`config.mk`:
```
export PLATFORM = sky130hd
export DESIGN_NAME = mc_control_fsm
export DESIGN_NICKNAME = d
export VERILOG_FILES = /design/src/rtl/mc_control_fsm.sv
export SDC_FILE = /design/constraint.sdc
export NUM_CORES = 1
export LEC_CHECK = 0
export ABC_AREA = 1
export BUFFER_PORTS_ARGS = -buffer_cell sky130_fd_sc_hd__buf_2
export CORE_MARGIN = 2
export CORE_UTILIZATION = 36
export CTS_BUF_LIST = sky130_fd_sc_hd__clkbuf_16
export DETAILED_ROUTE_END_ITERATION = 8
export PLACE_DENSITY = 0.78
export SLEW_MARGIN = 10
export SYNTH_ARGS = -nofsm -noshare
export SYNTH_HDL_FRONTEND = slang
export SYNTH_SLANG_ARGS = --single-unit
```
`constraint.sdc`:
```
create_clock -name clk -period 1 [get_ports clk]
set_input_delay 0.25 -clock clk [delete_from_list [all_inputs] [get_ports clk]]
set_output_delay 0.25 -clock clk [all_outputs]
set_load 0.1 [all_outputs]
```
`src/rtl/mc_control_fsm.sv`:
```
// mc_control_fsm: multicycle control unit for the ARM-subset core.
// Decodes the instruction register, sequences the fetch / decode / execute /
// memory / writeback steps, keeps a private NZCV flag register and evaluates
// condition codes against it. All datapath control inputs are driven from here.
module mc_control_fsm #(
    parameter bit FPU_EN = 1'b1
) (
    input  logic        clk,
    input  logic        reset,
    input  logic [31:0] Instr,
    input  logic [3:0]  ALUFlags,
    output logic        PCWrite,
    output logic        MemWrite,
    output logic        RegWrite,
    output logic        IRWrite,
    output logic        AdrSrc,
    output logic [1:0]  RegSrc,
    output logic [1:0]  ALUSrcA,
    output logic [1:0]  ALUSrcB,
    output logic [1:0]  ResultSrc,
    output logic [1:0]  ImmSrc,
    output logic [3:0]  ALUControl,
    output logic        is_mul,
    output logic [3:0]  State
);

    typedef enum logic [3:0] {
        S_FETCH  = 4'd0,
        S_DECODE = 4'd1,
        S_MEMADR = 4'd2,
        S_MEMRD  = 4'd3,
        S_MEMWB  = 4'd4,
        S_MEMWR  = 4'd5,
        S_EXECR  = 4'd6,
        S_EXECI  = 4'd7,
        S_ALUWB  = 4'd8,
        S_BRANCH = 4'd9,
        S_MULEX  = 4'd10,
        S_FPUEX  = 4'd11,
        S_FPUWB  = 4'd12
    } state_t;

    localparam logic [3:0] ALU_ADD = 4'b0000;
    localparam logic [3:0] ALU_SUB = 4'b0001;
    localparam logic [3:0] ALU_AND = 4'b0010;
    localparam logic [3:0] ALU_ORR = 4'b0011;
    localparam logic [3:0] ALU_MUL = 4'b0100;

    // ARM condition-code evaluation over {N,Z,C,V}; code 1111 never executes.
    function automatic logic condex_f(input logic [3:0] cond, input logic [3:0] nzcv);
        logic n, z, c, v;
        logic res;
        n = nzcv[3];
        z = nzcv[2];
        c = nzcv[1];
        v = nzcv[0];
        case (cond)
            4'b0000: res = z;                    // EQ
            4'b0001: res = ~z;                   // NE
            4'b0010: res = c;                    // CS
            4'b0011: res = ~c;                   // CC
            4'b0100: res = n;                    // MI
            4'b0101: res = ~n;                   // PL
            4'b0110: res = v;                    // VS
            4'b0111: res = ~v;                   // VC
            4'b1000: res = c & ~z;               // HI
            4'b1001: res = ~c | z;               // LS
            4'b1010: res = ~(n ^ v);             // GE
            4'b1011: res = n ^ v;                // LT
            4'b1100: res = ~z & ~(n ^ v);        // GT
            4'b1101: res = z | (n ^ v);          // LE
            4'b1110: res = 1'b1;                 // AL
            default: res = 1'b0;                 // 1111: never
        endcase
        return res;
    endfunction

    // Data-processing opcode to ALU operation; CMP shares the subtractor.
    function automatic logic [3:0] alu_dec_f(input logic [3:0] cmd);
        logic [3:0] op;
        case (cmd)
            4'b0100: op = ALU_ADD;
            4'b0010: op = ALU_SUB;
            4'b0000: op = ALU_AND;
            4'b1100: op = ALU_ORR;
            4'b1010: op = ALU_SUB;
            default: op = ALU_ADD;
        endcase
        return op;
    endfunction

    state_t      state_q, state_d;
    logic [3:0]  flags_q, flags_d;
    logic        condex_q, condex_d;

    // Instruction fields
    logic [3:0]  cond_s;
    logic [1:0]  op_s;
    logic        imm_s;
    logic [3:0]  cmd_s;
    logic        sbit_s;
    logic        is_mul_s;
    logic        is_cmp_s;

    // Raw enables before the reset gate
    logic        pc_write_s, mem_write_s, reg_write_s, ir_write_s;

    // Fields that only the datapath consumes (register numbers, immediates)
    logic        unused_instr_s;

    assign cond_s   = Instr[31:28];
    assign op_s     = Instr[27:26];
    assign imm_s    = Instr[25];
    assign cmd_s    = Instr[24:21];
    assign sbit_s   = Instr[20];
    assign is_mul_s = (op_s == 2'b00) && !imm_s && (Instr[7:4] == 4'b1001);
    assign is_cmp_s = (cmd_s == 4'b1010);
    assign unused_instr_s = ^{Instr[19:8], Instr[3:0]};

    // Decode-derived outputs follow the instruction register in every state;
    // RegSrc[1] routes Rd to read port 2 only for stores, where it is the data.
    assign RegSrc = {(op_s == 2'b01) && !sbit_s, (op_s == 2'b10)};
    assign ImmSrc = op_s;
    assign is_mul = is_mul_s;
    assign State  = state_q;

    // Write enables are held low while reset is asserted so nothing commits.
    assign PCWrite  = pc_write_s  & reset;
    assign MemWrite = mem_write_s & reset;
    assign RegWrite = reg_write_s & reset;
    assign IRWrite  = ir_write_s  & reset;

    // State register with synchronous active-low reset.
    always_ff @(posedge clk) begin
        if (!reset) begin
            state_q <= S_FETCH;
        end else begin
            state_q <= state_d;
        end
    end

    // Flag register and latched condition result, cleared by reset.
    always_ff @(posedge clk) begin
        if (!reset) begin
            flags_q  <= 4'b0000;
            condex_q <= 1'b0;
        end else begin
            flags_q  <= flags_d;
            condex_q <= condex_d;
        end
    end

    // Next-state sequencing per instruction class.
    always_comb begin
        state_d = S_FETCH;
        case (state_q)
            S_FETCH:  state_d = S_DECODE;
            S_DECODE: begin
                case (op_s)
                    2'b01: state_d = S_MEMADR;
                    2'b10: state_d = S_BRANCH;
                    2'b00: begin
                        if (imm_s) begin
                            state_d = S_EXECI;
                        end else if (is_mul_s) begin
                            state_d = S_MULEX;
                        end else begin
                            state_d = S_EXECR;
                        end
                    end
                    2'b11: begin
                        if (FPU_EN) begin
                            state_d = S_FPUEX;
                        end else begin
                            state_d = S_FETCH;
                        end
                    end
                    default: state_d = S_FETCH;
                endcase
            end
            S_MEMADR: begin
                if (sbit_s) begin
                    state_d = S_MEMRD;
                end else begin
                    state_d = S_MEMWR;
                end
            end
            S_MEMRD:  state_d = S_MEMWB;
            S_MEMWB:  state_d = S_FETCH;
            S_MEMWR:  state_d = S_FETCH;
            S_EXECR:  state_d = S_ALUWB;
            S_EXECI:  state_d = S_ALUWB;
            S_MULEX:  state_d = S_ALUWB;
            S_ALUWB:  state_d = S_FETCH;
            S_BRANCH: state_d = S_FETCH;
            S_FPUEX:  state_d = S_FPUWB;
            S_FPUWB:  state_d = S_FETCH;
            default:  state_d = S_FETCH;
        endcase
    end

    // Condition latch at the end of DECODE and conditional flag update in execute;
    // MUL only produces meaningful N and Z, so C and V are kept.
    always_comb begin
        condex_d = condex_q;
        flags_d  = flags_q;
        if (state_q == S_DECODE) begin
            condex_d = condex_f(cond_s, flags_q);
        end else begin
            condex_d = condex_q;
        end
        if (((state_q == S_EXECR) || (state_q == S_EXECI)) && sbit_s && condex_q) begin
            flags_d = ALUFlags;
        end else if ((state_q == S_MULEX) && sbit_s && condex_q) begin
            flags_d = {ALUFlags[3:2], flags_q[1:0]};
        end else begin
            flags_d = flags_q;
        end
    end

    // Moore control outputs per state; anything not named for a state is 0.
    always_comb begin
        pc_write_s  = 1'b0;
        mem_write_s = 1'b0;
        reg_write_s = 1'b0;
        ir_write_s  = 1'b0;
        AdrSrc      = 1'b0;
        ALUSrcA     = 2'b00;
        ALUSrcB     = 2'b00;
        ResultSrc   = 2'b00;
        ALUControl  = ALU_ADD;
        case (state_q)
            S_FETCH: begin
                ir_write_s = 1'b1;
                pc_write_s = 1'b1;
                ALUSrcA    = 2'b01;
                ALUSrcB    = 2'b10;
                ResultSrc  = 2'b10;
                ALUControl = ALU_ADD;
            end
            S_DECODE: begin
                // PC+8 is formed here and appears on the R15 read
                ALUSrcA    = 2'b01;
                ALUSrcB    = 2'b10;
                ResultSrc  = 2'b10;
                ALUControl = ALU_ADD;
            end
            S_MEMADR: begin
                ALUSrcA    = 2'b00;
                ALUSrcB    = 2'b01;
                ALUControl = ALU_ADD;
            end
            S_MEMRD: begin
                AdrSrc    = 1'b1;
                ResultSrc = 2'b00;
            end
            S_MEMWB: begin
                ResultSrc   = 2'b01;
                reg_write_s = condex_q;
            end
            S_MEMWR: begin
                AdrSrc      = 1'b1;
                ResultSrc   = 2'b00;
                mem_write_s = condex_q;
            end
            S_EXECR: begin
                ALUSrcA    = 2'b00;
                ALUSrcB    = 2'b00;
                ALUControl = alu_dec_f(cmd_s);
            end
            S_EXECI: begin
                ALUSrcA    = 2'b00;
                ALUSrcB    = 2'b01;
                ALUControl = alu_dec_f(cmd_s);
            end
            S_MULEX: begin
                ALUSrcA    = 2'b00;
                ALUSrcB    = 2'b00;
                ALUControl = ALU_MUL;
            end
            S_ALUWB: begin
                ResultSrc   = 2'b00;
                reg_write_s = condex_q & ~is_cmp_s;
            end
            S_BRANCH: begin
                ALUSrcA    = 2'b00;
                ALUSrcB    = 2'b01;
                ALUControl = ALU_ADD;
                ResultSrc  = 2'b10;
                pc_write_s = condex_q;
            end
            S_FPUEX: begin
                // FPU operation select comes straight from Instr[22:21]
                ALUSrcA = 2'b00;
                ALUSrcB = 2'b00;
            end
            S_FPUWB: begin
                ResultSrc   = 2'b11;
                reg_write_s = condex_q;
            end
            default: begin
                pc_write_s  = 1'b0;
                mem_write_s = 1'b0;
                reg_write_s = 1'b0;
                ir_write_s  = 1'b0;
            end
        endcase
    end

endmodule

```
==> impl_metrics.yaml, run 1 <==
status:
  outcome: "did not finish"
  haltStage: "5_1_grt"
  error_line: "[ERROR DPL-0038] Utilization greater than 100%, impossible to legalize"
sta:
  worst_endpoint: "ResultSrc[1]"
  endpoint_type: "primary output"
synthesis:
  synth_top_area_frac: 0.2096
  netlist-cell-type-count: 25
  yosys_warnings: 0
  synth_edf_count: 0
  synth_most_common_cell: "nand2_1"
  synthFlopType: "dfxtp_1"
  synth_seq_cells: 9
  syn_area_per_cell_um2: 5.546
  synthTopCellsByCount: "nand2_1 (37), nor2_1 (27), nand3_1 (15), inv_1 (14)"
  synth_area_leader_cell: "dfxtp_1"
  synth_area_um2: 859.6
  synth_area_leaders: "dfxtp_1 (21%), nand2_1 (16%), nor2_1 (12%), nand3_1 (8.7%), inv_1 (6.1%)"
  synth-seq-area-share: 0.2096
  synth_cells: 155
  synth_async_sr_flop_share: 0
clock_tree:
  h-tree-depth: 1
  cts_buffer_depth: 2
  cts_num_sinks: 9
  root_buffer: "clkbuf_16"
  cts_buffers: 3
floorplanning:
  rows: 17
  dieHeight_um: 52.87
  ios: 62
  start_util: 0.3849
  die_width_um: 52.87
placed_design:
  port_buffers: 43
  gp_congestion: 0.8292
  placed_cell_area_um2: 1792
  dp_hpwl_um: 2716
  dp_worst_setup_slack_ps: -421.6
global_routing:
  grt_max_degree: 7
kinds of logic after synthesis:
kind of cell | share of synthesized area
simple gates | 0.4949
buf+inv | 0.1456
compound gates | 0.1455
flops | 0.2096
other cells | 0.004363
stage by stage:
step / hold slack (ps) / setup TNS, ps / util / std cells
after CTS: 248.6 / -10080 / 0.9356 / 259
after detailed placement: 497.5 / -6751 / 0.8022 / 251
after global placement: 490.6 / -5520 / 0.8022 / 251
after floorplan: 388.4 / -12670 / - / 156
timing repair:
item,CTS
endpoints found under the setup margin,31
cloned,0
buffers inserted,4
resized for setup,48
pin swaps,16
hold buffers,0
==> run 2: changes to the inputs <==
--- a/config.mk
+++ b/config.mk
@@ -7,11 +7,10 @@
 export LEC_CHECK = 0
 export ABC_AREA = 1
 export BUFFER_PORTS_ARGS = -buffer_cell sky130_fd_sc_hd__buf_2
-export CORE_MARGIN = 2
-export CORE_UTILIZATION = 36
-export CTS_BUF_LIST = sky130_fd_sc_hd__clkbuf_16
+export CORE_AREA = 2 2 63 65
 export DETAILED_ROUTE_END_ITERATION = 8
-export PLACE_DENSITY = 0.78
+export DIE_AREA = 0 0 65 67
+export PLACE_DENSITY_LB_ADDON = 0.15
 export SLEW_MARGIN = 10
 export SYNTH_ARGS = -nofsm -noshare
 export SYNTH_HDL_FRONTEND = slang
==> constraint.sdc (replaced) <==
create_clock -name clk -period 1.3 [get_ports clk]
set_input_delay 0.325 -clock clk [delete_from_list [all_inputs] [get_ports clk]]
set_output_delay 0.325 -clock clk [all_outputs]
set_load 0.1 [all_outputs]
==> run 2 against run 1 <==
  * The flow now finishes, with violations (setup timing)
  * Area after synthesis is the same
  * Synthesized cell count is the same
==> impl_metrics.yaml, run 2 <==
sta:
  hold_viol: 0
  worst_slack_ps: -333.8
  final-setup-viol-count: 18
  fin_crit_sh: 1.257
  slew_violations: 0
  grt_setup_unrepaired: "true"
  fin_skew_ps: 4.169
  fmax_mhz: 612.1
  period_needed_ps: 1634
  setup_total_negative_slack_ps: -4067
worst_setup_path:
  path_common_cell: "buf_12"
  start_kind: "flip-flop"
  critPathMaxStageDelay_ps: 380
  arrival_ps: 1310
  cp.required_ps: 980
  cp_max_fo: 4
  cp_slowest_cell: "dfxtp_4"
  worst-setup-path-type: "reg -> out"
  end_kind: "output pin"
  worstPathCellList: "inv_2, nor2_4, nand2_2, buf_12, a21oi_4, buf_12"
synthesis:
  synth_top_area_frac: 0.2096
  synth_most_common_cell: "nand2_1"
  synth_area_leaders: "dfxtp_1 (21%), nand2_1 (16%), nor2_1 (12%), nand3_1 (8.7%), inv_1 (6.1%)"
  synth_area_um2: 859.6
  yosys_warnings: 0
  synth-xor-area-share: 0
  synth_cells: 155
  synthAdderAreaFrac: 0
  synthFlopType: "dfxtp_1"
  synthSimpleGateAreaFrac: 0.4949
  netlist-cell-type-count: 25
  synth.mux.area_fraction: 0
  synth-seq-area-share: 0.2096
  synthTopCellsByCount: "nand2_1 (37), nor2_1 (27), nand3_1 (15), inv_1 (14)"
  synth_area_leader_cell: "dfxtp_1"
  synth_top_family_by_area: "simple AND/OR/NAND/NOR gates"
  synth_async_sr_flop_share: 0
  synth_seq_cells: 9
  synth_compound_area_frac: 0.1456
  synth_edf_count: 0
  syn_area_per_cell_um2: 5.546
route:
  vias: 1248
  routed_wl_um: 3012
  first_pass_iters: 4
  ant_nets: 0
  drt_iter0_drc: 52
  routedWlPerCell_um: 10.76
  via_per_inst: 4.457
  drc_errors: 0
clock_tree:
  h-tree-depth: 1
  cts_buffers: 3
  cts_num_sinks: 9
  cts_buffer_depth: 2
  root_buffer: "clkbuf_8"
  path_clk_slew_ps: 50
  cts_tree: "done"
  hold_buffers: 0
  clk_latency_ps: 230
global_routing:
  grt_pass1_wl_um: 5106
  track_usage: 0.1511
  first_global_vias: 1180
  antenna_found_initial: 0
  top_usage_layer: "met2"
  grt_remaining_overflow: 0
  met3_usage: 0.02534
  grtUsageMet1: 0.1847
  grt_max_degree: 7
  grtUsageMet2: 0.2590
placed_design:
  port_buffers: 43
  dp_hpwl_um: 2345
  gp_congestion: 0.8470
  dp_worst_setup_slack_ps: -198.3
floorplanning:
  die_width_um: 65
  start_util: 0.2384
  dieHeight_um: 67
  dieArea_um2: 4355
  rows: 22
  ios: 62
  core_um2: 3606
power:
  ir_drop_mv: 0.6986
  leakage_nw: 0.9379
  pwr-share-seq: 0.156
  p_sw_mw: 1.005
  intPower_mw: 1.042
  p_clk_frac: 0.157
  p_sw_frac: 0.4910
  comb_power_share: 0.687
  p_per_area_nw_per_um2: 997.6
final_layout:
  mostFrequentLayoutCells: "nand2_1 (31), buf_4 (23), buf_12 (23)"
  final_layout_size_suffix_gt1_frac: 0.5819
  area_growth_pct: 138.7
  antenna_cells: 0
  fill_cells: 339
  final_nets: 271
  final_common_cell: "nand2_1"
job:
  max_cap_violations: 0
status:
  outcome: "complete, but fails checks"
  violations: "setup timing"
hold_path:
  min_path_type: "in -> reg"
## run 2: cell counts after synthesis
Identical to the previous run, type by type.
## run 2: repair_timing
item,CTS,global route
setup endpoints to repair,15,20
buffers inserted,8,1
gates resized for setup,32,13
pin swaps,12,15
## run 2: kinds of logic after synthesis
family	after synthesis
AO/OA/AOI/OAI	22
flip-flops	9
other	1
AND/OR/NAND/NOR	94
buffers and inverters	29
## run 2: final cells by class
class	instances	area [µm²]	area share
Timing Repair Buffer	77	867.1	0.4226
Multi-Input combinational cell	118	783.3	0.3817
Sequential cell	9	195.2	0.09512
Inverter	24	101.3	0.04939
Tap cell	48	60.06	0.02927
Clock buffer	4	45.04	0.02195
## run 2: path summary, 6_finish.rpt
| kind | from | endpoint | slack [ps] | cells past startpoint |
|---|---|---|---|---|
| max reg2reg | State[2]$_SDFF_PN0_ | flags_q[2]$_SDFFE_PN0P_ | -120 | 8 |
| max | State[2]$_SDFF_PN0_ | ALUControl[1] | -330 | 6 |
| min reg2reg | flags_q[1]$_SDFFE_PN0P_ | flags_q[1]$_SDFFE_PN0P_ | 500 | 2 |
| min | ALUFlags[3] | flags_q[3]$_SDFFE_PN0P_ | 340 | 3 |
## run 2: power groups by stage
stage                     logic (mW)  clock network, mW  registers (mW)
final                           1.41              0.321           0.320
after global routing            1.46              0.345           0.322
after CTS                       1.36              0.334           0.320
after detailed placement        1.22                  0           0.315
after global placement          1.22                  0           0.315
after floorplan                0.636                  0           0.431
## run 2: stage by stage
| stage | total power [mW] | cells | hold slack [ps] | util | cell area, µm² |
|---|---|---|---|---|---|
| 2_1_floorplan | 1.067 | 156 | 463.4 | - | 997.2 |
| 3_3_place_gp | 1.536 | 267 | 493.1 | 0.4886 | 1762 |
| 3_5_place_dp | 1.537 | 267 | 501.1 | 0.4886 | 1762 |
| 4_1_cts | 2.016 | 279 | 344.7 | 0.5534 | 1996 |
| 5_1_grt | 2.130 | 280 | 350.1 | 0.5690 | 2052 |
| 6_report | 2.047 | 280 | 341.9 | 0.5690 | 2052 |
## run 2: per-layer routing
layer / part of all wire / vias up
met5: 0 / -
met4: 0.025 / 0
met3: 0.050 / 6
met2: 0.51 / 40
met1: 0.42 / 554
li1: - / 648
## run 2: critical path, delay by kind of cell (launching register included)
kind	cells	cell delay, ps
buffers and inverters	3	380
and+or+nand+nor	2	190
AOI/OAI and AO/OA	1	130
DFF	1	380
No activity file was read; power rests on OpenSTA's default activity.
